## config.mk

```make
export PLATFORM = sky130hd
export DESIGN_NAME = bip_debug_unit_flat
export DESIGN_NICKNAME = d
export VERILOG_FILES = /design/src/rtl/bip_debug_unit_if.sv /design/src/rtl/bip_debug_unit.sv /design/src/flat_wrapper.sv
export SDC_FILE = /design/constraint.sdc
export NUM_CORES = 1
export LEC_CHECK = 0
export CAP_MARGIN = 0
export CORE_ASPECT_RATIO = 0.7
export CORE_UTILIZATION = 55
export CTS_BUF_LIST = sky130_fd_sc_hd__clkbuf_2
export DETAILED_ROUTE_END_ITERATION = 12
export GPL_ROUTABILITY_DRIVEN = 0
export GPL_TIMING_DRIVEN = 0
export PLACE_DENSITY = 0.83
export SYNTH_ARGS = -nofsm -noshare
export SYNTH_HDL_FRONTEND = slang
export SYNTH_SLANG_ARGS = --single-unit
```

## constraint.sdc

```tcl
create_clock -name CLK -period 2.4 [get_ports CLK]
set_clock_uncertainty 0.2 [all_clocks]
set_input_delay 0.48 -clock CLK [delete_from_list [all_inputs] [get_ports CLK]]
set_output_delay 0.48 -clock CLK [all_outputs]
set_load 0.02 [all_outputs]
```

## src/rtl/bip_debug_unit_if.sv

```systemverilog
// UART, program-memory and CPU-control signals seen by the BIP debug unit.
// The master side is the debug unit; the slave side is its environment.
interface bip_debug_unit_if #(
    parameter int unsigned PM_ADDR_W = 11,
    parameter int unsigned DATA_W    = 16
);
    logic [7:0]           RX_DATA;
    logic                 RX_VALID;
    logic [7:0]           TX_DATA;
    logic                 TX_START;
    logic                 TX_BUSY;
    logic                 PM_WE;
    logic [PM_ADDR_W-1:0] PM_WADDR;
    logic [DATA_W-1:0]    PM_WDATA;
    logic                 CPU_RESET;
    logic                 CPU_EN;
    logic [DATA_W-1:0]    CPU_INSTRUCTION;
    logic [PM_ADDR_W-1:0] CPU_PC;
    logic [DATA_W-1:0]    CPU_ACC;
    logic                 HALTED;

    modport master (
        input  RX_DATA, RX_VALID, TX_BUSY, CPU_INSTRUCTION, CPU_PC, CPU_ACC,
        output TX_DATA, TX_START, PM_WE, PM_WADDR, PM_WDATA, CPU_RESET, CPU_EN, HALTED
    );

    modport slave (
        output RX_DATA, RX_VALID, TX_BUSY, CPU_INSTRUCTION, CPU_PC, CPU_ACC,
        input  TX_DATA, TX_START, PM_WE, PM_WADDR, PM_WDATA, CPU_RESET, CPU_EN, HALTED
    );
endinterface

```

## src/rtl/bip_debug_unit.sv

```systemverilog
// BIP run/debug sequencer: UART byte commands load program memory, run or
// single-step the CPU, and each run/step ends with a 7-byte status report.
module bip_debug_unit #(
    parameter int unsigned PM_ADDR_W  = 11,
    parameter int unsigned DATA_W     = 16,
    parameter logic [15:0] MAX_CYCLES = 16'hFFFF
) (
    input  logic             CLK,
    input  logic             RESET,
    bip_debug_unit_if.master bus
);
    localparam int unsigned CNT_W     = 16;
    localparam int unsigned OPC_W     = 5;
    localparam logic [7:0]  CMD_LOAD  = 8'h4C;
    localparam logic [7:0]  CMD_RUN   = 8'h52;
    localparam logic [7:0]  CMD_STEP  = 8'h53;
    localparam logic [2:0]  RPT_BYTES = 3'd7;

    typedef enum logic [2:0] {
        S_IDLE, S_LOAD_N, S_LOAD_HI, S_LOAD_LO, S_RUN_RST, S_RUN, S_STEP, S_REPORT
    } state_e;

    state_e               state_q, state_d;
    logic [7:0]           n_q, n_d;
    logic [PM_ADDR_W-1:0] idx_q, idx_d;
    logic [7:0]           hi_q, hi_d;
    logic                 pm_we_q, pm_we_d;
    logic [PM_ADDR_W-1:0] pm_waddr_q, pm_waddr_d;
    logic [DATA_W-1:0]    pm_wdata_q, pm_wdata_d;
    logic                 cpu_reset_q, cpu_reset_d;
    logic                 halted_q, halted_d;
    logic                 timeout_q, timeout_d;
    logic [CNT_W-1:0]     cnt_q, cnt_d;
    logic                 tx_start_q, tx_start_d;
    logic [7:0]           tx_data_q, tx_data_d;
    logic [2:0]           byte_q, byte_d;
    logic [1:0]           gap_q, gap_d;
    logic [DATA_W-1:0]    acc_q, acc_d;
    logic [PM_ADDR_W-1:0] pc_q, pc_d;
    logic                 cpu_en_c;
    logic                 halt_c;
    logic [15:0]          acc16_c;
    logic [15:0]          pc16_c;
    logic [7:0]           rpt_byte_c;

    assign halt_c  = (bus.CPU_INSTRUCTION[DATA_W-1 -: OPC_W] == 5'b00000);
    assign acc16_c = 16'(acc_q);
    assign pc16_c  = 16'(pc_q);

    // Report byte selected by how many bytes have already been issued.
    always_comb begin
        rpt_byte_c = 8'h00;
        case (byte_q)
            3'd0:    rpt_byte_c = {6'b0, timeout_q, halted_q};
            3'd1:    rpt_byte_c = acc16_c[15:8];
            3'd2:    rpt_byte_c = acc16_c[7:0];
            3'd3:    rpt_byte_c = pc16_c[15:8];
            3'd4:    rpt_byte_c = pc16_c[7:0];
            3'd5:    rpt_byte_c = cnt_q[15:8];
            3'd6:    rpt_byte_c = cnt_q[7:0];
            default: rpt_byte_c = 8'h00;
        endcase
    end

    always_ff @(posedge CLK) begin
        if (!RESET) begin
            state_q     <= S_IDLE;
            n_q         <= '0;
            idx_q       <= '0;
            hi_q        <= '0;
            pm_we_q     <= 1'b0;
            pm_waddr_q  <= '0;
            pm_wdata_q  <= '0;
            cpu_reset_q <= 1'b1;
            halted_q    <= 1'b0;
            timeout_q   <= 1'b0;
            cnt_q       <= '0;
            tx_start_q  <= 1'b0;
            tx_data_q   <= '0;
            byte_q      <= '0;
            gap_q       <= '0;
            acc_q       <= '0;
            pc_q        <= '0;
        end else begin
            state_q     <= state_d;
            n_q         <= n_d;
            idx_q       <= idx_d;
            hi_q        <= hi_d;
            pm_we_q     <= pm_we_d;
            pm_waddr_q  <= pm_waddr_d;
            pm_wdata_q  <= pm_wdata_d;
            cpu_reset_q <= cpu_reset_d;
            halted_q    <= halted_d;
            timeout_q   <= timeout_d;
            cnt_q       <= cnt_d;
            tx_start_q  <= tx_start_d;
            tx_data_q   <= tx_data_d;
            byte_q      <= byte_d;
            gap_q       <= gap_d;
            acc_q       <= acc_d;
            pc_q        <= pc_d;
        end
    end

    always_comb begin
        state_d = state_q;
        case (state_q)
            S_IDLE: begin
                if (bus.RX_VALID) begin
                    if (bus.RX_DATA == CMD_LOAD)      state_d = S_LOAD_N;
                    else if (bus.RX_DATA == CMD_RUN)  state_d = S_RUN_RST;
                    else if (bus.RX_DATA == CMD_STEP) state_d = S_STEP;
                end
            end
            S_LOAD_N:  if (bus.RX_VALID) state_d = (bus.RX_DATA == 8'h00) ? S_IDLE : S_LOAD_HI;
            S_LOAD_HI: if (bus.RX_VALID) state_d = S_LOAD_LO;
            S_LOAD_LO: begin
                if (bus.RX_VALID)
                    state_d = ((idx_q + PM_ADDR_W'(1)) == PM_ADDR_W'(n_q)) ? S_IDLE : S_LOAD_HI;
            end
            S_RUN_RST: state_d = S_RUN;
            S_RUN:     if (halt_c || (cnt_q == MAX_CYCLES)) state_d = S_REPORT;
            S_STEP:    state_d = S_REPORT;
            // Leave once the last byte's post-start ignore cycle has elapsed.
            S_REPORT:  if ((byte_q == RPT_BYTES) && (gap_q == 2'd1)) state_d = S_IDLE;
            default:   state_d = S_IDLE;
        endcase
    end

    always_comb begin
        n_d         = n_q;
        idx_d       = idx_q;
        hi_d        = hi_q;
        pm_we_d     = 1'b0;
        pm_waddr_d  = pm_waddr_q;
        pm_wdata_d  = pm_wdata_q;
        cpu_reset_d = 1'b0;
        cpu_en_c    = 1'b0;
        halted_d    = halted_q;
        timeout_d   = timeout_q;
        cnt_d       = cnt_q;
        tx_start_d  = 1'b0;
        tx_data_d   = tx_data_q;
        byte_d      = byte_q;
        gap_d       = gap_q;
        acc_d       = acc_q;
        pc_d        = pc_q;
        case (state_q)
            S_IDLE: begin
                if (bus.RX_VALID && (bus.RX_DATA == CMD_RUN)) cpu_reset_d = 1'b1;
            end
            S_LOAD_N: begin
                if (bus.RX_VALID) begin
                    n_d   = bus.RX_DATA;
                    idx_d = '0;
                end
            end
            S_LOAD_HI: if (bus.RX_VALID) hi_d = bus.RX_DATA;
            S_LOAD_LO: begin
                if (bus.RX_VALID) begin
                    pm_we_d    = 1'b1;
                    pm_waddr_d = idx_q;
                    pm_wdata_d = DATA_W'({hi_q, bus.RX_DATA});
                    idx_d      = idx_q + PM_ADDR_W'(1);
                end
            end
            S_RUN_RST: begin
                cnt_d     = '0;
                timeout_d = 1'b0;
                halted_d  = 1'b0;
            end
            // CPU_EN is combinational so the HALT word is caught before it executes.
            S_RUN: begin
                byte_d = '0;
                gap_d  = '0;
                if (halt_c) begin
                    halted_d = 1'b1;
                end else if (cnt_q == MAX_CYCLES) begin
                    timeout_d = 1'b1;
                end else begin
                    cpu_en_c = RESET;
                    cnt_d    = cnt_q + CNT_W'(1);
                end
            end
            S_STEP: begin
                byte_d = '0;
                gap_d  = '0;
                if (halt_c) begin
                    halted_d = 1'b1;
                end else begin
                    cpu_en_c = RESET;
                    halted_d = 1'b0;
                    if (cnt_q != '1) cnt_d = cnt_q + CNT_W'(1);
                end
            end
            // ACC/PC track the frozen CPU until the first byte goes out.
            S_REPORT: begin
                if ((byte_q == 3'd0) && (gap_q == 2'd0)) begin
                    acc_d = bus.CPU_ACC;
                    pc_d  = bus.CPU_PC;
                end
                if (gap_q != 2'd0) begin
                    gap_d = gap_q - 2'd1;
                end else if ((byte_q != RPT_BYTES) && !bus.TX_BUSY) begin
                    tx_start_d = 1'b1;
                    tx_data_d  = rpt_byte_c;
                    byte_d     = byte_q + 3'd1;
                    gap_d      = 2'd2;
                end
            end
            default: ;
        endcase
    end

    assign bus.TX_DATA   = tx_data_q;
    assign bus.TX_START  = tx_start_q;
    assign bus.PM_WE     = pm_we_q;
    assign bus.PM_WADDR  = pm_waddr_q;
    assign bus.PM_WDATA  = pm_wdata_q;
    assign bus.CPU_RESET = cpu_reset_q;
    assign bus.CPU_EN    = cpu_en_c;
    assign bus.HALTED    = halted_q;
endmodule
```

## src/flat_wrapper.sv

```systemverilog
// flat-port wrapper written by rule: the top's interface ports become plain ports
module bip_debug_unit_flat 
#(
    parameter int unsigned PM_ADDR_W  = 11,
    parameter int unsigned DATA_W     = 16,
    parameter logic [15:0] MAX_CYCLES = 16'hFFFF
)
  (CLK, RESET, bus_RX_DATA, bus_RX_VALID, bus_TX_BUSY, bus_CPU_INSTRUCTION, bus_CPU_PC, bus_CPU_ACC, bus_TX_DATA, bus_TX_START, bus_PM_WE, bus_PM_WADDR, bus_PM_WDATA, bus_CPU_RESET, bus_CPU_EN, bus_HALTED);
  bip_debug_unit_if #(.PM_ADDR_W(PM_ADDR_W), .DATA_W(DATA_W)) bus_i ();
  input  logic CLK;
  input  logic RESET;
  input wire logic [$bits(bus_i.RX_DATA)-1:0] bus_RX_DATA;
  input wire logic [$bits(bus_i.RX_VALID)-1:0] bus_RX_VALID;
  input wire logic [$bits(bus_i.TX_BUSY)-1:0] bus_TX_BUSY;
  input wire logic [$bits(bus_i.CPU_INSTRUCTION)-1:0] bus_CPU_INSTRUCTION;
  input wire logic [$bits(bus_i.CPU_PC)-1:0] bus_CPU_PC;
  input wire logic [$bits(bus_i.CPU_ACC)-1:0] bus_CPU_ACC;
  output wire logic [$bits(bus_i.TX_DATA)-1:0] bus_TX_DATA;
  output wire logic [$bits(bus_i.TX_START)-1:0] bus_TX_START;
  output wire logic [$bits(bus_i.PM_WE)-1:0] bus_PM_WE;
  output wire logic [$bits(bus_i.PM_WADDR)-1:0] bus_PM_WADDR;
  output wire logic [$bits(bus_i.PM_WDATA)-1:0] bus_PM_WDATA;
  output wire logic [$bits(bus_i.CPU_RESET)-1:0] bus_CPU_RESET;
  output wire logic [$bits(bus_i.CPU_EN)-1:0] bus_CPU_EN;
  output wire logic [$bits(bus_i.HALTED)-1:0] bus_HALTED;
  assign bus_i.RX_DATA = bus_RX_DATA;
  assign bus_i.RX_VALID = bus_RX_VALID;
  assign bus_i.TX_BUSY = bus_TX_BUSY;
  assign bus_i.CPU_INSTRUCTION = bus_CPU_INSTRUCTION;
  assign bus_i.CPU_PC = bus_CPU_PC;
  assign bus_i.CPU_ACC = bus_CPU_ACC;
  assign bus_TX_DATA = bus_i.TX_DATA;
  assign bus_TX_START = bus_i.TX_START;
  assign bus_PM_WE = bus_i.PM_WE;
  assign bus_PM_WADDR = bus_i.PM_WADDR;
  assign bus_PM_WDATA = bus_i.PM_WDATA;
  assign bus_CPU_RESET = bus_i.CPU_RESET;
  assign bus_CPU_EN = bus_i.CPU_EN;
  assign bus_HALTED = bus_i.HALTED;
  bip_debug_unit #(.PM_ADDR_W(PM_ADDR_W), .DATA_W(DATA_W), .MAX_CYCLES(MAX_CYCLES)) u_core (.CLK(CLK), .RESET(RESET), .bus(bus_i));
endmodule
```

==> metrics.cfg, run 1 <==
[sta]
setup_viol=2
maxSlewViolCount=0
fin_crit_ns=2.80
rsz0062_at_grt=true
fin_crit_sh_pct=117
setup_slack_ns=-0.402
clock.fmax_ghz=0.357
worst_pin_slew_ns=0.661
final-hold-violation-count=0
maxSlewHeadroom_pct=55.9

[floorplanning]
dieArea_mm2=0.0101
io_pins=95
fp-row-count=29
die_h_um=84.5
core-area_mm2=0.00925
start_util_pct=57.8
die_x_um=120

[synthesis]
synth_edf_count=0
syn_avg_cell_area_um2=8.04
synth_cells=666
synthFlopType=dfxtp_1
yosys_warnings=0
ys_ff_latch=118
synth.distinct_cells=66
seq_area_frac_synth_pct=44.1
syn-cell-area_mm2=0.00535
postSynth.asyncResetShare_pct=0
syn_nets=732

[routing]
detail-route-antenna-nets=0
drc=0
viasPerCell=5.99
first_pass_iters=8
vias=5523
wl_per_cell_um=17.6
drt_wl_total_um=16200
dr.first_iter.drc_count=632

[critical_path]
r2r_setup_slack_ns=0
timing.rr.end=u_core.bus.TX_DATA[7]
crit_buf_inv=1
critPathRequiredTime_ns=1.72
worst_path_largest_cell_delay_ns=0.39
crit_family=simple AND/OR/NAND/NOR gates
arrival_ns=2.12
worstPathMaxFanout=3
reg2reg_from=u_core.byte_q[0]
slowest_stage=dfxtp_4
crit_chain=nand4_1 -> nor4_4 -> o21ai_1 -> and3_4 -> buf_6
worstSetupPathType=reg2out
rr_worst_depth=7
start_kind=flop
cp-end-kind=output pin

[clock_tree]
cts_sinks=118
clk_pin_slew_ns=0.19
cts_buffer_depth=2
htree_levels=4
cts_inserted_buffers=17
cts_tree=done
cts-root-buf=clkbuf_2
clock_latency_ns=0.68

[hold_path]
hold_path_depth=3
min_to=u_core.pc_q[8]
hold_path.class=in2reg
min_from=bus_CPU_PC[8]

[finish]
fin_util_pct=74.1
fill_cells=715
instances_no_fill=922
nets=851
diodes=0
fin_area_mm2=0.00685
post_route_cells_drive_above_1_share_pct=12.5
syn_to_final_growth_pct=28.0

[placement]
place_area_mm2=0.00634
dp_hpwl_um=11500
placed_cells_incl_taps=873
io_buffer_count=83

[run]
cap_violations=0

[status]
violations=setup timing
status=finished with violations

[global_route]
grt-ovfl-total=0
track_usage_pct=32.3
grt_max_degree=17
antenna_found_initial=0
grt_pass1_wl_um=25300
grt_pass1_vias=5160

[power]
power.leakage_nw=2.82
power_density_mw_per_mm2=530
peakVddDrop_mv=0.371
total_power_w=0.00363

-- cell families (layout without fill, tap and decap cells) --
kind of cell	Yosys count	after routing	share of synthesized area [%]
AND/OR/NAND/NOR	304	304	25.9
buffers and inverters	45	177	3.69
adder cells (fa/ha/maj)	11	11	2.57
flip-flops	118	118	44.1
XOR/XNOR	22	22	3.60
multiplexers	6	6	1.17
AO/OA/AOI/OAI	160	160	18.9
-- power breakdown --
group          total [W]  switching [W]  internal, W  leakage, nW
registers        0.00201      0.0000254      0.00198        0.961
clock network    0.00127       0.000793     0.000481        0.143
logic           0.000355       0.000203     0.000152         1.71
total            0.00363        0.00102      0.00261         2.82
-- state kept, by name, indices dropped and copies added (netlist names), 2 cells and up --
| register | flops |
|---|---|
| u_core.acc16_c | 16 |
| u_core.bus.PM_WDATA | 16 |
| u_core.cnt_q | 16 |
| u_core.bus.PM_WADDR | 11 |
| u_core.idx_q | 11 |
| u_core.pc_q | 11 |
| u_core.bus.TX_DATA | 8 |
| u_core.hi_q | 8 |
| u_core.n_q | 8 |
| u_core.byte_q | 3 |
| u_core.state_q | 3 |
| u_core.gap_q | 2 |
-- area by class of cell --
cell class              count  area [um2]  share of cell area, %
multi-input cells         503        2850                   41.5
flip-flops and latches    118        2410                   35.1
repair buffers            100        1010                   14.8
plain buffers              36         169                   2.46
well taps                 124         155                   2.26
clock inverters            13         134                   1.95
clock buffers              19        95.1                   1.39
inverters                   9        33.8                  0.493
-- placed cells by master, fill, tap and decap left out, types with 9 or more instances in the layout --
cell type and count:
o21ai_0 16, dfxtp_1 103, dfxtp_4 10, clkbuf_1 19, dlymetal6s2s_1 24, nor2_1 45, nand4_1 12, clkdlybuf4s50_1 57
clkbuf_2 24, xnor2_1 9, nor3_1 9, nand2b_1 9, buf_4 18, inv_1 9, xor2_1 13, a21oi_1 92
nand3_1 11, nand2_1 170, ha_1 10
-- per-stage QoR --
stage | hold WS [ns] | TNS, ns | setup WS, ns
global route | 0.0793 | -0.473 | -0.473
detailed placement | 0.247 | -14.53 | -0.839
CTS | 0.0962 | -0.372 | -0.372
global placement | 0.244 | -12.50 | -0.795
floorplan | 0.232 | 0 | 0.169
finish | 0.122 | -0.404 | -0.402
-- worst register-to-register path, cell delays in order, from the launching register on --
cell	delay (ns)
dfxtp_1	0.46
inv_1	0.10
ha_1	0.29
clkbuf_1	0.32
a222oi_1	0.54
a21oi_1	0.17
a22oi_1	0.18
nor2_1	0.05
-- Yosys cell counts, types with 5 or more instances --
cell type	instances	share of area, %
nand2b_1	9	1.1
nand4_1	12	1.4
buf_2	6	0.56
nand3_1	12	1.1
a222oi_1	7	1.3
and3_1	6	0.70
a21oi_1	92	8.6
nand2_1	170	12
xnor2_1	9	1.5
a22oi_1	8	1.1
nor4_1	5	0.58
dfxtp_1	118	44
ha_1	11	2.6
nor3_1	9	0.84
nor2_1	46	3.2
or3_1	5	0.58
clkbuf_1	23	1.6
o21ai_0	17	1.6
xor2_1	13	2.1
nor2b_1	8	0.94
inv_1	9	0.63
-- timing repair --
item                       4_1_cts  5_1_grt
cloned                           0        0
pin swaps                        6        5
setup buffers                    8        9
gates resized for setup         26       48
setup endpoints to repair        3       45
hold buffers                     0        0
-- routing by layer --
metal	part of all wire (%)	GRT usage [%]	routed length [um]	vias up
met5	0	0	0	-
met4	2.4	13.9	387	0
met3	11	7.74	1710	52
met2	44	47.5	7140	329
met1	43	45.0	6990	2587
li1	-	-	-	2555
-- worst max-delay path by stage --
stage / start / to / slack [ns] / depth (start not counted)
2_1_floorplan: bus_CPU_INSTRUCTION[11] / bus_CPU_EN / 0.17 / 4
6_report: u_core.cnt_q[12] / bus_CPU_EN / -0.40 / 5
5_1_grt: u_core.cnt_q[12] / bus_CPU_EN / -0.47 / 5
3_3_place_gp: bus_CPU_INSTRUCTION[11] / bus_CPU_EN / -0.79 / 6
4_1_cts: u_core.cnt_q[0] / bus_CPU_EN / -0.37 / 6
3_5_place_dp: bus_CPU_INSTRUCTION[11] / bus_CPU_EN / -0.84 / 6
Note: power is estimated with default switching activity, not from simulation.
==> run 2, diff against run 1 <==
CAP_MARGIN = default   (was 0)
TNS_END_PERCENT = 100   (was default)
==> results of run 2 <==
No change in the layout: final DEF, timing and power equal those of run 1.
==> run 3, diff against run 2 <==
CORE_MARGIN = 2   (was default)
==> metrics.cfg, run 3 (synthesis gave the netlist of run 1 again) <==
[status]
status=finished with violations
violations=setup timing

[finish]
diodes=0  ; unchanged
nets=850  ; -0.12%
instances_no_fill=925  ; +0.33%
fin_area_mm2=0.00681  ; -0.68%
layout_commonest_cell=nand2_1
layout_common_cells=nand2_1, dfxtp_1, a21oi_1, clkdlybuf4s50_1, nor2_1
fin_util_pct=71.1  ; -3.0 points
post_route_cells_drive_above_1_share_pct=11.9  ; -0.61 points
syn_to_final_growth_pct=27.2

[sta]
fin_crit_ns=2.79  ; -0.0144 ns
final-hold-violation-count=0  ; unchanged
worst_pin_slew_ns=0.687  ; +0.0259 ns
setup_slack_ns=-0.387  ; +0.0144 ns
fin_crit_sh_pct=116  ; -0.60 points
clock.fmax_ghz=0.359  ; +0.52%
setup_viol=1  ; -1
maxSlewHeadroom_pct=54.2  ; -1.7 points
rsz0062_at_grt=true
maxSlewViolCount=0  ; unchanged

[floorplanning]
die_x_um=122  ; +1.7%
dieArea_mm2=0.0105  ; +4.1%
die_h_um=86.5  ; +2.4%
core-area_mm2=0.00957  ; +3.4%
io_pins=95  ; unchanged
start_util_pct=55.9  ; -1.9 points
fp-row-count=30  ; +3.4%

[power]
intPower_w=0.00250  ; -4.4%
swShare_pct=29.2  ; +1.1 points
power_frac_comb_pct=10.0  ; +0.2 points
power_frac_clock_pct=33.0  ; -2.0 points
p_sw_w=0.00103  ; +1.1%
peakVddDrop_mv=0.364  ; -1.7%
power_density_mw_per_mm2=519  ; -2.2%
p_seq_share_pct=57.0  ; +1.8 points
total_power_w=0.00353  ; -2.8%
power.leakage_nw=2.77  ; -1.6%

[clock_tree]
cts_inserted_buffers=17  ; unchanged
cts_sinks=118  ; unchanged
cts-root-buf=clkbuf_2
clk_pin_slew_ns=0.20  ; about the same
cts_tree=done
clock_latency_ns=0.73  ; +0.05 ns
ctsHoldBuffers=0  ; unchanged
cts_buffer_depth=2  ; unchanged
htree_levels=4  ; unchanged

[global_route]
grt_pass1_vias=5161  ; +0.019%
antenna_found_initial=0  ; unchanged
grt_max_degree=17  ; unchanged
grt_pass1_wl_um=25200  ; -0.30%
track_usage_pct=30.9  ; -1.3 points
grt-ovfl-total=0  ; unchanged

[routing]
viasPerCell=5.95  ; -0.60%
drc=0  ; unchanged
dr.first_iter.drc_count=609  ; -3.6%
wl_per_cell_um=17.5  ; -0.62%
first_pass_iters=6  ; -2
drt_wl_total_um=16200  ; -0.30%
vias=5508  ; -0.27%
detail-route-antenna-nets=0  ; unchanged

[critical_path]
timing.rr.end=u_core.bus.TX_DATA[7]
reg2reg_from=u_core.byte_q[1]
cp-end-kind=output pin
crit_chain=ha_4 -> nand3_4 -> nor4_4 -> o21ai_1 -> and3_1 -> buf_6
critPathRequiredTime_ns=1.72  ; about the same
r2r_setup_slack_ns=0.05  ; +0.05 ns
worstSetupPathType=reg2out
worst_path_largest_cell_delay_ns=0.40  ; about the same
arrival_ns=2.11  ; about the same
start_kind=flop
worstPathMaxFanout=2  ; -1
slowest_stage=dfxtp_2
rr_worst_depth=7  ; unchanged

[placement]
dp_hpwl_um=11300  ; -1.6%
placed_cells_incl_taps=877  ; +0.46%
place_area_mm2=0.00634  ; about the same
io_buffer_count=83  ; unchanged

[hold_path]
min_to=u_core.acc16_c[14]
hold_path.class=in2reg
hold_path_depth=3  ; unchanged
min_from=bus_CPU_ACC[14]

[run]
cap_violations=0  ; unchanged

run 3: changes by cell type in the layout (fill, tap and decap cells not counted), sizes merged:
cell,delta
clkinvlp,+4
clkinv,-3
dlygate4sd2,+2
buf,-1
bufinv,-1
clkbuf,-1
clkdlybuf4s50,-1
dlymetal6s2s,-1
inv,+1
run 3: critical path, delay by kind of cell (launching register included):
family	cells	cell delay [ns]
AND/OR/NAND/NOR	3	0.60
flip-flops	1	0.40
adder cells (fa/ha/maj)	1	0.15
AO/OA/AOI/OAI	1	0.13
buffers and inverters	1	0.13
run 3: worst max path at each step:
stage / startpoint / end
6_report: u_core.cnt_q[1] / bus_CPU_EN
5_1_grt: u_core.cnt_q[1] / bus_CPU_EN
4_1_cts: u_core.cnt_q[1] / bus_CPU_EN
3_5_place_dp: bus_CPU_INSTRUCTION[11] / bus_CPU_EN
3_3_place_gp: bus_CPU_INSTRUCTION[11] / bus_CPU_EN
2_1_floorplan: bus_CPU_INSTRUCTION[11] / bus_CPU_EN
run 3: stage by stage:
step	hold WS, ns	TNS (ns)	setup slack [ns]
2_1_floorplan	0.232	0	0.169
3_3_place_gp	0.245	-11.20	-0.801
3_5_place_dp	0.248	-13.15	-0.845
4_1_cts	0.0754	-1.46	-0.335
5_1_grt	0.0822	-0.434	-0.434
6_report	0.0844	-0.387	-0.387
run 3: final cells by class:
cell class / count / area [um2]
Sequential cell: 118 / 2400
Fill cell: 772 / 2770
Timing Repair Buffer: 99 / 1000
Multi-Input combinational cell: 503 / 2850
Inverter: 9 / 33.8
Clock buffer: 18 / 90.1
Buffer: 36 / 168
Tap cell: 128 / 160
Clock inverter: 14 / 111
run 3: repair_timing:
item	in CTS	in global routing
buffers inserted	19	2
endpoints found under the setup margin	5	51
resized for setup	37	31
pin swaps	6	5
run 3: layer usage:
layer  share of wire, %  GRT usage, %
met5                  0             0
met4                2.0          11.0
met3                 10          7.43
met2                 44          48.3
met1                 44          42.1
run 3: power groups by stage:
stage / combinational (W) / sequential [W] / clock [W]
after floorplan: 0.000185 / 0.00205 / 0
after global placement: 0.000316 / 0.00205 / 0
after global routing: 0.000376 / 0.00201 / 0.00124
after CTS: 0.000341 / 0.00201 / 0.00115
after detailed placement: 0.000325 / 0.00206 / 0
final: 0.000353 / 0.00201 / 0.00117
